## config.mk

```make
export PLATFORM = sky130hd
export DESIGN_NAME = reg_issue_ctrl
export DESIGN_NICKNAME = d
export VERILOG_FILES = /design/src/rtl/reg_issue_ctrl_pkg.sv /design/src/rtl/reg_issue_ctrl_pend_counter.sv /design/src/rtl/reg_issue_ctrl.sv
export SDC_FILE = /design/constraint.sdc
export NUM_CORES = 1
export LEC_CHECK = 0
export ABC_CLOCK_PERIOD_IN_PS = 5300
export BUFFER_PORTS_ARGS = -buffer_cell sky130_fd_sc_hd__buf_2
export CAP_MARGIN = 20
export CELL_PAD_IN_SITES_DETAIL_PLACEMENT = 2
export CELL_PAD_IN_SITES_GLOBAL_PLACEMENT = 2
export CORE_MARGIN = 5
export CORE_UTILIZATION = 37
export DETAILED_ROUTE_END_ITERATION = 10
export PLACE_DENSITY = 0.89
export RECOVER_POWER = 50
export SLEW_MARGIN = 10
export SYNTH_ARGS = -nofsm -noshare
export SYNTH_HDL_FRONTEND = slang
export SYNTH_HIERARCHICAL = 1
export SYNTH_SLANG_ARGS = --single-unit
```

## constraint.sdc

```tcl
create_clock -name clk -period 5.3 [get_ports clk]
set_clock_uncertainty 0.1 [all_clocks]
set_input_delay 0.53 -clock clk [delete_from_list [all_inputs] [get_ports clk]]
set_output_delay 0.53 -clock clk [all_outputs]
set_load 0.01 [all_outputs]
```

## src/rtl/reg_issue_ctrl_pkg.sv

```systemverilog
// Shared types for the LC-3b register issue controller.
package lc3b_types;

  typedef logic [2:0] lc3b_reg;
  typedef logic [1:0] pend_cnt_t;

  localparam int unsigned MAX_PEND_DEFAULT = 3;

  typedef enum logic {
    EMPTY = 1'b0,
    HELD  = 1'b1
  } issue_state_t;

  typedef struct packed {
    lc3b_reg sr1;
    lc3b_reg sr2;
    lc3b_reg dr;
    logic    sr1_use;
    logic    sr2_use;
    logic    dr_we;
    logic    cc_use;
    logic    cc_we;
  } held_instr_t;

endpackage

```

## src/rtl/reg_issue_ctrl_pend_counter.sv

```systemverilog
// Pending-write counter for one register (or the condition codes).
module pend_counter
  import lc3b_types::*;
(
  input  logic      clk,
  input  logic      rst,
  input  logic      inc,
  input  logic      dec,
  output pend_cnt_t count,
  output logic      err
);

  // A retirement with nothing pending is a protocol error.
  always_comb begin
    err = dec && (count == '0);
  end

  // Issue and writeback in the same cycle cancel; decrement at zero is ignored.
  always_ff @(posedge clk or posedge rst) begin
    if (rst) begin
      count <= '0;
    end else if (inc && !dec) begin
      if (count != '1) count <= count + 2'd1;
    end else if (dec && !inc) begin
      if (count != '0) count <= count - 2'd1;
    end
  end

endmodule

```

## src/rtl/reg_issue_ctrl.sv

```systemverilog
// Single-entry issue stage with per-register pending-write scoreboard.
module reg_issue_ctrl
  import lc3b_types::*;
#(
  parameter int unsigned MAX_PEND = MAX_PEND_DEFAULT
) (
  input  logic        clk,
  input  logic        rst,
  input  logic        in_valid,
  output logic        in_ready,
  input  lc3b_reg     in_sr1,
  input  lc3b_reg     in_sr2,
  input  lc3b_reg     in_dr,
  input  logic        in_sr1_use,
  input  logic        in_sr2_use,
  input  logic        in_dr_we,
  input  logic        in_cc_use,
  input  logic        in_cc_we,
  output logic        out_valid,
  input  logic        out_ready,
  output lc3b_reg     out_dr,
  output logic        out_dr_we,
  output logic        out_cc_we,
  input  logic        wb_valid,
  input  logic        wb_dr_we,
  input  logic        wb_cc_we,
  input  lc3b_reg     wb_dr,
  input  logic        flush,
  output logic [7:0]  busy_vec,
  output logic [15:0] stall_cnt,
  output logic        wb_err
);

  localparam pend_cnt_t MAX_CNT = pend_cnt_t'(MAX_PEND);

  issue_state_t state, state_next;
  held_instr_t  held;
  pend_cnt_t    reg_cnt [8];
  logic [7:0]   reg_inc, reg_dec, reg_err;
  pend_cnt_t    cc_cnt;
  logic         cc_inc, cc_dec, cc_err;
  logic         hazard, issue, capture;

  for (genvar i = 0; i < 8; i++) begin : g_reg
    pend_counter u_cnt (
      .clk   (clk),
      .rst   (rst),
      .inc   (reg_inc[i]),
      .dec   (reg_dec[i]),
      .count (reg_cnt[i]),
      .err   (reg_err[i])
    );
  end

  pend_counter u_cc_cnt (
    .clk   (clk),
    .rst   (rst),
    .inc   (cc_inc),
    .dec   (cc_dec),
    .count (cc_cnt),
    .err   (cc_err)
  );

  // Hazard check uses the counters as they stand before this cycle's updates.
  always_comb begin
    hazard = (held.sr1_use && (reg_cnt[held.sr1] != '0)) ||
             (held.sr2_use && (reg_cnt[held.sr2] != '0)) ||
             (held.cc_use  && (cc_cnt != '0)) ||
             (held.dr_we   && (reg_cnt[held.dr] == MAX_CNT)) ||
             (held.cc_we   && (cc_cnt == MAX_CNT));
  end

  // Handshakes and next state; flush suppresses both issue and capture.
  always_comb begin
    state_next = state;
    out_valid  = (state == HELD) && !hazard && !flush;
    issue      = out_valid && out_ready;
    in_ready   = !flush && ((state == EMPTY) || issue);
    capture    = in_valid && in_ready;
    if (flush)        state_next = EMPTY;
    else if (capture) state_next = HELD;
    else if (issue)   state_next = EMPTY;
  end

  // Counter increment/decrement strobes and busy summary.
  always_comb begin
    reg_inc  = '0;
    reg_dec  = '0;
    busy_vec = '0;
    for (int unsigned i = 0; i < 8; i++) begin
      reg_inc[i]  = issue && held.dr_we && (held.dr == i[2:0]);
      reg_dec[i]  = wb_valid && wb_dr_we && (wb_dr == i[2:0]);
      busy_vec[i] = (reg_cnt[i] != '0);
    end
    cc_inc = issue && held.cc_we;
    cc_dec = wb_valid && wb_cc_we;
  end

  assign out_dr    = held.dr;
  assign out_dr_we = held.dr_we;
  assign out_cc_we = held.cc_we;

  // FSM state register.
  always_ff @(posedge clk or posedge rst) begin
    if (rst) state <= EMPTY;
    else     state <= state_next;
  end

  // Holding register loads on every accepted instruction.
  always_ff @(posedge clk or posedge rst) begin
    if (rst) begin
      held <= '0;
    end else if (capture) begin
      held <= '{sr1: in_sr1, sr2: in_sr2, dr: in_dr,
                sr1_use: in_sr1_use, sr2_use: in_sr2_use,
                dr_we: in_dr_we, cc_use: in_cc_use, cc_we: in_cc_we};
    end
  end

  // Saturating count of cycles an instruction sat in HELD without issuing.
  always_ff @(posedge clk or posedge rst) begin
    if (rst) begin
      stall_cnt <= '0;
    end else if ((state == HELD) && !issue && (stall_cnt != '1)) begin
      stall_cnt <= stall_cnt + 16'd1;
    end
  end

  // Sticky writeback error flag.
  always_ff @(posedge clk or posedge rst) begin
    if (rst)                      wb_err <= 1'b0;
    else if ((|reg_err) || cc_err) wb_err <= 1'b1;
  end

endmodule

```

==> reports/metrics.cfg, run 1 <==
[sta]
slew_headroom = -0.1512
rsz0062_at_grt = no
tightestPinTransition_ns = 1.727
hold_viol = 0
holdWs_ns = 0.2117
min_period_ns = 3.418
timing.fmax_mhz = 292.6
finalSetupViolations = 0
period_share = 0.6449
slew_viol_final = 32
fin_tns_setup_ns = 0

[synthesis]
yosysTopAreaCell = dfrtp_1
synth_ff_type = dfrtp_1
synth_cell_types = 39
synth_nets = 349
syn_inst = 314
async_flop_share = 1.000
yosysTopAreaCellShare = 0.4151
synth_edf_count = 0
syn_area_per_cell_um2 = 9.599
ys_warn_count = 6
synth_area_leaders = dfrtp_1 42%, mux2_2 6.0%, ha_1 4.2%
ys_seq_area_frac = 0.4151
synth_seq_cells = 50
synth_area_um2 = 3014

[global_routing]
gr-usage-met1 = 0.2385
grt_use_met2 = 0.3532
grt_max_degree = 32
grt_pass1_vias = 2875
antenna_found_initial = 0
grt_overflow_total = 0
grt.busiest_layer = met2
grtUsageMet3 = 0.03266
groute.usage.overall = 0.1946
grt_pass1_wl_um = 15400

[flow_run]
maxCapViolCount = 1

[detailed_routing]
drt_drc_violations_left = 0
wl_um = 9371
wl_per_cell_um = 19.73
vias = 2556
viasPerCell = 5.381
dr.pass1.iters = 4
dr.first_iter.drc_count = 76
ant_nets = 0

[layout]
area_growth_pct = 13.95
utilization = 0.4244
drive_gt1_frac = 0.2000
diodes = 0
nets = 404
fin_area_um2 = 3435

[placed_design]
io_buffers = 56
place.gp.congestion = 0.7878
dpl-instance-area_um2 = 3368
dp_hpwl_um = 7398

[clocking]
h-tree-depth = 2
cts_setup_buffers = 0
clock-sinks = 50
clkTransAtPathRegs_ns = 0.10
cts_resized = 0
ctsRootBufferMaster = clkbuf_8
ctsHoldBuffers = 0
cts_tree = done
insertion_delay_ns = 0.31
cts_buffer_depth = 2
numCtsBuffers = 5

[floorplanning]
num_io_pins = 57
fp.dieH_um = 100.3
row_count = 33
die_area_um2 = 10050
die_w_um = 100.3
initial_core_util = 0.3724
coreArea_um2 = 8093

[power_and_ir_drop]
p_leak_nw = 1.436
p_per_area_nw_per_um2 = 374.4
peakVddDrop_v = 0.0001680

[setup_path]
cp_max_fo = 7
r2r_setup_slack_ns = 1.88
reg2reg_depth = 9
r2r-start = held[8]
cp-end-kind = register
path_cells = nor4b_1, nor4b_1, o2bb2ai_1, nor4_4, or2b_1, nor4_1, ha_1, o21ai_0, nand2_1
cp_common_cell = nor4b_1
crit_type = reg2reg
start_kind = register
crit_path_max_incr_delay_ns = 0.49
worstPathRequired_ns = 5.39
cp.arrival_ns = 3.50
r2r_end = g_reg[0].u_cnt/count[1]
crit_slowest_cell = nor4_4

[worst_hold_path]
hp-class = in2async

[run_status]
run_status = finished with violations
violations = max-capacitance violations, max-slew violations

-- area by class of cell --
type / count / area [µm²]
Clock buffer: 5 / 68.82
Clock inverter: 3 / 18.77
Fill cell: 928 / 4658
Inverter: 24 / 90.09
Multi-Input combinational cell: 231 / 1612
Sequential cell: 50 / 1251
Tap cell: 105 / 131.4
Timing Repair Buffer: 57 / 262.8
-- logic make-up (layout without fill, tap and decap cells) --
group,after synthesis,count (layout),synth area share
buffers and inverters,33,89,0.05147
XOR/XNOR,14,14,0.04068
flip-flops,50,50,0.4151
AND/OR/NAND/NOR,139,139,0.2528
AO/OA/AOI/OAI,40,40,0.08635
multiplexers,28,28,0.1121
adder cells (fa/ha/maj),10,10,0.04151
-- synth_stat cells (2+ instances only) --
cell type and instances:
dfrtp_1 50, nand2_1 29, inv_1 24, nor2_1 21, o21ai_0 21, nor2b_1 19, nor3_1 18, mux2_2 16
xnor2_1 13, ha_1 10, mux2i_1 9, nand4_1 9, o31a_1 9, nand3_1 8, nor3b_1 6, nor4_1 6
and3_1 5, nor4b_1 5, buf_4 4, or2_2 4, a21oi_1 3, and2_1 3, mux4_2 3, buf_6 2
nand2b_1 2, o2bb2ai_1 2
-- per-layer routing --
layer	up-vias	routed length, µm
li1	1209	-
met1	1290	4005
met2	49	4865
met3	8	386
met4	0	112
met5	-	0
-- worst max-delay path: cells and delay by family (launching register included) --
kind	cells	cell delay (ns)
AOI/OAI and AO/OA	2	0.41
and+or+nand+nor	6	1.94
adders and majority gates	1	0.36
DFF	1	0.48
-- through the flow --
step / worst slack [ns] / std cells / total power, mW
final: 1.882 / 475 / 1.286
after global routing: 1.640 / 475 / 1.371
after CTS: 1.864 / 475 / 1.305
after detailed placement: 1.992 / 467 / 1.062
after global placement: 2.121 / 467 / 1.017
after floorplan: 2.609 / 314 / 0.8854
-- worst max path at each step --
| stage | to | start | cells past startpoint |
|---|---|---|---|
| 6_report | g_reg[0].u_cnt/count[1] | held[8] | 9 |
| 5_1_grt | g_reg[1].u_cnt/count[0] | held[10] | 10 |
| 4_1_cts | g_reg[0].u_cnt/count[1] | held[8] | 9 |
| 3_5_place_dp | g_reg[0].u_cnt/count[0] | held[8] | 10 |
| 3_3_place_gp | g_reg[0].u_cnt/count[0] | flush | 9 |
| 2_1_floorplan | g_reg[0].u_cnt/count[0] | g_reg[4].u_cnt/count[0] | 8 |
-- cells in the final DEF, fill, tap and decap left out, drive strengths merged, types with 5 or more instances in the layout --
master	n
nand4	9
nand2	29
inv	25
ha	10
o31a	9
and3	5
mux2	16
nor3b	7
nor4b	5
mux2i	9
nor2	21
nor2b	19
nor3	18
o21ai	21
buf	39
clkbuf	23
xnor2	13
dfrtp	50
nor4	7
nand3	8
-- report_power, final --
part | switching, mW | internal (mW)
clock | 0.142 | 0.0935
combinational | 0.202 | 0.192
sequential | 0.179 | 0.478
total | 0.523 | 0.763
-- state kept, by name, summed over array words and instances (netlist names) --
signal and flops:
out_dr_we 1, out_dr 3, u_cc_cnt/count 2, out_cc_we 1, state 1, held 9, stall_cnt 16, g.u_cnt/count 16
wb_err 1
No activity file was read; power rests on OpenSTA's default activity.
==> run 2: changes to the inputs <==
- ABC_AREA: not set -> 1
- ABC_CLOCK_PERIOD_IN_PS: 5300 -> 3160
- CORE_UTILIZATION: 37 -> 31
- PLACE_DENSITY: 0.89 -> 0.84
- clock period: 5.3 -> 3.16 ns (I/O delays scaled with it)
==> reports/metrics.cfg, run 2 <==
[run_status]
run_status = completed

[synthesis]
synth_area_um2 = 3269  ; +8.5%
synth.most_common_cell = nand2_1
ys_seq_area_frac = 0.3827  ; -0.03241
async_flop_share = 1.000  ; unchanged
synth_seq_cells = 50  ; unchanged
yosysTopAreaCell = dfrtp_1
yosysTopAreaCellShare = 0.3827  ; -0.03241
syn_inst = 478  ; +52%
synth_nets = 513  ; +47%
synth_ff_type = dfrtp_1
ys_warn_count = 6  ; unchanged
synth_edf_count = 0  ; unchanged
synth_common_cells = 178 x nand2_1, 60 x inv_1, 50 x dfrtp_1
synth_cell_types = 25  ; -36%
syn_area_per_cell_um2 = 6.840  ; -29%
synth_area_leaders = dfrtp_1 38%, nand2_1 20%, inv_1 6.9%

[clocking]
cts_resized = 0  ; unchanged
h-tree-depth = 2  ; unchanged
cts_buffer_depth = 2  ; unchanged
cts_tree = done
ctsRootBufferMaster = clkbuf_8
clock-sinks = 50  ; unchanged
numCtsBuffers = 5  ; unchanged
insertion_delay_ns = 0.31  ; about the same
clkTransAtPathRegs_ns = 0.11  ; about the same

[floorplanning]
row_count = 37  ; +12%
die_area_um2 = 12700  ; +26%
coreArea_um2 = 10320  ; +28%
num_io_pins = 57  ; unchanged
initial_core_util = 0.3167  ; -0.05576
fp.dieH_um = 112.7  ; +12%
die_w_um = 112.7  ; +12%

[setup_path]
crit_slowest_cell = dfrtp_1
crit_type = reg2reg
cp_max_fo = 13  ; +6
path_cells = inv_2, nand2_1, nand2_1, nand2_1, nand2_1, nand3_1, nand2_1, a21oi_2, nand3_4, nor2_1, nand3_1, nor2_1, ha_1, o21ai_0, nand2_1
worstPathRequired_ns = 3.26  ; -2.13 ns
cp.arrival_ns = 2.96  ; -0.54 ns
cp-end-kind = register
crit_path_max_incr_delay_ns = 0.61  ; +0.12 ns
start_kind = register
cp_common_cell = nand2_1
critical_path_buf_inv_count = 1  ; +1
cpLargestDelayFamily = simple AND/OR/NAND/NOR gates

[sta]
tightestPinTransition_ns = 1.094  ; -0.6330 ns
period_share = 0.9059  ; +0.2610
timing.fmax_mhz = 349.3  ; +19%
fin_tns_setup_ns = 0  ; unchanged
min_period_ns = 2.863  ; -0.5554 ns
rsz0062_at_grt = no
hold_viol = 0  ; unchanged
finalSetupViolations = 0  ; unchanged
slew_viol_final = 0  ; -100%
slew_headroom = 0.2708  ; +0.4220

[placed_design]
placed_cells = 661  ; +42%
place.gp.congestion = 0.8708  ; +11%
dp_hpwl_um = 8773  ; +19%
io_buffers = 56  ; unchanged

[power_and_ir_drop]
finalPower_mw = 1.541  ; +20%
clock_power_share = 0.269  ; +0.086
pwr-share-seq = 0.511  ; about the same
p_per_area_nw_per_um2 = 412.0  ; +10%
peakVddDrop_v = 0.0002201  ; +31%
p_leak_nw = 1.896  ; +32%
p_int_mw = 1.000  ; +31%
netSwitchingFraction = 0.3508  ; -0.05565
switchingPower_mw = 0.5405  ; +3.4%
combinationalPowerShare = 0.220  ; -0.087

[detailed_routing]
dr.first_iter.drc_count = 75  ; -1.3%
dr.pass1.iters = 4  ; unchanged
ant_nets = 0  ; unchanged
drt_drc_violations_left = 0  ; unchanged
viasPerCell = 4.907  ; -8.8%
wl_per_cell_um = 16.05  ; -19%
wl_um = 10760  ; +15%
vias = 3288  ; +29%

[global_routing]
groute.usage.overall = 0.1746  ; -0.01999
grt_pass1_wl_um = 18260  ; +19%
grt_overflow_total = 0  ; unchanged
grt_pass1_vias = 3696  ; +29%
antenna_found_initial = 0  ; unchanged
grt_max_degree = 32  ; unchanged

[layout]
fill_cells = 1297  ; +40%
final_common_cell = nand2_1
reg_top3 = g.u_cnt/count x16, stall_cnt x16, held x9
area_growth_pct = 14.39
final_cell_mix = 178 x nand2_1, 60 x inv_1, 50 x dfrtp_1
nets = 568  ; +41%
drive_gt1_frac = 0.1105  ; -0.08951
diodes = 0  ; unchanged
finalNonFillerCells = 670  ; +41%
utilization = 0.3623  ; -0.06214

[worst_hold_path]
hp-class = in2reg

[flow_run]
maxCapViolCount = 0  ; -1

[run 2: changes by cell type in the layout (fill, tap and decap cells not counted), sizes merged, moves of 10 or more]
cell,change
inv,+38
mux2,-16
nand2,+150
nand3,+28
nand4,+10
nor2,+31
nor2b,-19
[run 2: area by class of cell]
class	count	area (µm²)	area share
Clock buffer	6	82.58	0.02208
Inverter	62	232.7	0.06223
Tap cell	136	170.2	0.04550
Sequential cell	50	1251	0.3346
Clock inverter	2	16.27	0.004349
Multi-Input combinational cell	353	1703	0.4553
Timing Repair Buffer	61	284.0	0.07594
[run 2: stage by stage]
step,setup slack (ns),cell area [µm²],hold slack [ns]
after floorplan,0.9343,3269,-0.04282
after global placement,0.4108,3667,0.2012
after detailed placement,0.3118,3667,0.2084
after CTS,0.2843,3776,0.08795
after global routing,0.0006433,3740,0.08920
final,0.2975,3740,0.09251
[run 2: cells by family after synthesis]
family,count (synthesis),synth area share
xor+xnor,14,0.03751
fa+ha+maj,10,0.03827
flops,50,0.3827
simple gates,301,0.4011
buf+inv,75,0.09644
compound gates,28,0.04401
[run 2: path summary, 6_finish.rpt]
check	from	to	slack [ns]	cells past startpoint
hold / removal	flush	state	0.09	2
setup reg to reg	out_dr[0]	g_reg[6].u_cnt/count[1]	0.30	15
hold reg to reg	wb_err	wb_err	0.41	2
min in group asynchronous	rst	u_cc_cnt/count[0]	0.55	3
max in group asynchronous	rst	stall_cnt[15]	0.77	4
setup / recovery	out_dr[0]	g_reg[6].u_cnt/count[1]	0.30	15
[run 2: power groups by stage]
stage | combinational (mW) | sequential [mW] | clock, mW
6_report | 0.339 | 0.788 | 0.414
4_1_cts | 0.358 | 0.788 | 0.430
2_1_floorplan | 0.223 | 0.788 | 0
3_5_place_dp | 0.354 | 0.801 | 0
3_3_place_gp | 0.338 | 0.798 | 0
5_1_grt | 0.392 | 0.798 | 0.460
[run 2: metal layers]
| layer | track usage | up-vias | part of all wire |
|---|---|---|---|
| met4 | 0.03926 | 0 | 0.016 |
| met1 | 0.2208 | 1615 | 0.45 |
| met5 | 0 | - | 0 |
| met2 | 0.3140 | 51 | 0.50 |
| li1 | - | 1610 | - |
| met3 | 0.02567 | 12 | 0.031 |
[run 2: timing repair]
| action | CTS | global route |
|---|---|---|
| setup buffers | 0 | 0 |
| endpoints found under the hold margin | 18 | 0 |
| hold buffers | 1 | 0 |
==> run 3: changes to the inputs <==
- PLACE_DENSITY: 0.84 -> 0.81
==> reports/metrics.cfg, run 3 (synthesized netlist as in run 2, its figures left out) <==
[clocking]
numCtsBuffers = 5  ; unchanged
ctsRootBufferMaster = clkbuf_8
clkTransAtPathRegs_ns = 0.11  ; about the same
cts_setup_buffers = 0  ; unchanged
h-tree-depth = 2  ; unchanged
cts_tree = done
insertion_delay_ns = 0.32  ; about the same
cts_buffer_depth = 2  ; unchanged
clock-sinks = 50  ; unchanged

[sta]
layout_setup_ws_ns = 0.2741  ; -0.02339 ns
slew_headroom = 0.4059  ; +0.1351
min_period_ns = 2.886  ; +0.02339 ns
hold_viol = 0  ; unchanged
timing.fmax_mhz = 346.5  ; -0.81%
slew_viol_final = 0  ; unchanged
fin_tns_setup_ns = 0  ; unchanged
period_share = 0.9133  ; +0.007402
rsz0062_at_grt = no
tightestPinTransition_ns = 0.8912  ; -0.2027 ns
holdWs_ns = 0.07638  ; -0.01613 ns
finalSetupViolations = 0  ; unchanged

[setup_path]
crit_slowest_cell = dfrtp_2
cp-end-kind = register
crit_cells = 15  ; unchanged
critical_path_buf_inv_count = 1  ; unchanged
cp_max_fo = 13  ; unchanged
crit_type = reg2reg
start_kind = register
cpLargestDelayFamily = simple AND/OR/NAND/NOR gates
crit_path_max_incr_delay_ns = 0.57  ; -0.04 ns
cp_common_cell = nand2_1
worstPathRequired_ns = 3.26  ; about the same
reg2reg_depth = 15  ; unchanged
path_cells = inv_2, nand2_1, nand2_1, nand2_1, nand2_1, nand3_1, nand2_1, a21oi_2, nand3_4, nor2_1, nand3_1, nor2_1, ha_1, o21ai_0, nand2_1
cp.arrival_ns = 2.99  ; +0.03 ns

[layout]
final_common_cell = nand2_1
fin_area_um2 = 3755  ; +0.40%
diodes = 0  ; unchanged
final_cell_mix = 178 x nand2_1, 60 x inv_1, 49 x dfrtp_1
nets = 568  ; unchanged
fill_cells = 1311  ; +1.1%
area_growth_pct = 14.85
reg_top3 = g.u_cnt/count x16, stall_cnt x16, held x9
register_area_um2 = 1252  ; about the same
finalNonFillerCells = 670  ; unchanged
drive_gt1_frac = 0.1292  ; +0.01873
multi_input_area_um2 = 1703  ; unchanged
utilization = 0.3637  ; +0.001454

[global_routing]
grt_pass1_wl_um = 18710  ; +2.5%
antenna_found_initial = 0  ; unchanged
groute.usage.overall = 0.1795  ; +0.004832
grt_pass1_vias = 3751  ; +1.5%
grt_overflow_total = 0  ; unchanged
grt_max_degree = 32  ; unchanged

[placed_design]
placed_cells = 661  ; unchanged
io_buffers = 56  ; unchanged
place.gp.congestion = 0.8231  ; -5.5%
dpl-instance-area_um2 = 3667  ; unchanged
dp_worst_setup_slack_ns = 0.08705  ; -0.2248 ns
dp_hpwl_um = 8688  ; -0.97%

[power_and_ir_drop]
p_leak_nw = 1.932  ; +1.9%
p_per_area_nw_per_um2 = 419.2  ; +1.7%
peakVddDrop_v = 0.0002761  ; +25%
finalPower_mw = 1.574  ; +2.1%

[worst_hold_path]
hold_depth = 2  ; unchanged
hp-class = in2reg

[detailed_routing]
wl_um = 11070  ; +2.9%
dr.pass1.iters = 4  ; unchanged
vias = 3303  ; +0.46%
drt_drc_violations_left = 0  ; unchanged
ant_nets = 0  ; unchanged
viasPerCell = 4.930  ; +0.46%
dr.first_iter.drc_count = 61  ; -19%
wl_per_cell_um = 16.51  ; +2.9%

[floorplanning]
fp.dieH_um = 112.7  ; unchanged
initial_core_util = 0.3167  ; unchanged
die_w_um = 112.7  ; unchanged
row_count = 37  ; unchanged
num_io_pins = 57  ; unchanged
die_area_um2 = 12700  ; unchanged
coreArea_um2 = 10320  ; unchanged

[run_status]
run_status = completed

[flow_run]
maxCapViolCount = 0  ; unchanged

==> run 3: cell types whose count changed in the layout (fill, tap and decap cells not counted), sizes merged <==
cell,delta
buf,+8
clkbuf,-8
==> run 3: timing repair <==
action                                  in CTS  in global routing
endpoints found under the hold margin       19                  0
hold buffers                                 1                  0
resized for setup                            0                  1
endpoints found under the setup margin       0                 16
==> run 3: worst register-to-register path, delay by kind of cell, from the launching register on <==
kind,cells,cell delay [ns]
AOI/OAI and AO/OA,2,0.42
adders and majority gates,1,0.28
and+or+nand+nor,11,1.24
DFF,1,0.57
buffers and inverters,1,0.17
==> run 3: worst paths after layout <==
| path | startpoint | to | slack [ns] |
|---|---|---|---|
| min in group asynchronous | rst | u_cc_cnt/count[1] | 0.55 |
| max in group asynchronous | rst | out_dr[0] | 1.32 |
| worst max-delay path | out_dr[0] | g_reg[1].u_cnt/count[1] | 0.27 |
| worst max register to register | out_dr[0] | g_reg[1].u_cnt/count[1] | 0.27 |
| worst min-delay path | flush | state | 0.08 |
| worst min register to register | held[1] | held[1] | 0.39 |
==> run 3: routing by layer <==
metal | global-route usage | share of wire | wire [µm] | vias to the layer above
met5 | 0 | 0 | 0 | -
met4 | 0.03686 | 0.0079 | 87 | 0
met3 | 0.02406 | 0.030 | 335 | 7
met2 | 0.3278 | 0.50 | 5571 | 50
met1 | 0.2254 | 0.46 | 5071 | 1640
li1 | - | - | - | 1606
==> run 3: report_power, final <==
group          total, mW  switching (mW)  leakage (nW)  internal, mW
clock              0.432           0.251        0.0478         0.181
sequential         0.798          0.0990         0.662         0.699
combinational      0.344           0.220          1.22         0.123
total               1.57           0.570          1.93          1.00
==> run 3: area by class of cell <==
cell class | count | share of cell area
Inverter | 62 | 0.06198
Multi-Input combinational cell | 353 | 0.4535
Clock buffer | 6 | 0.02199
Sequential cell | 50 | 0.3336
Clock inverter | 2 | 0.004332
Tap cell | 136 | 0.04532
Timing Repair Buffer | 61 | 0.07931
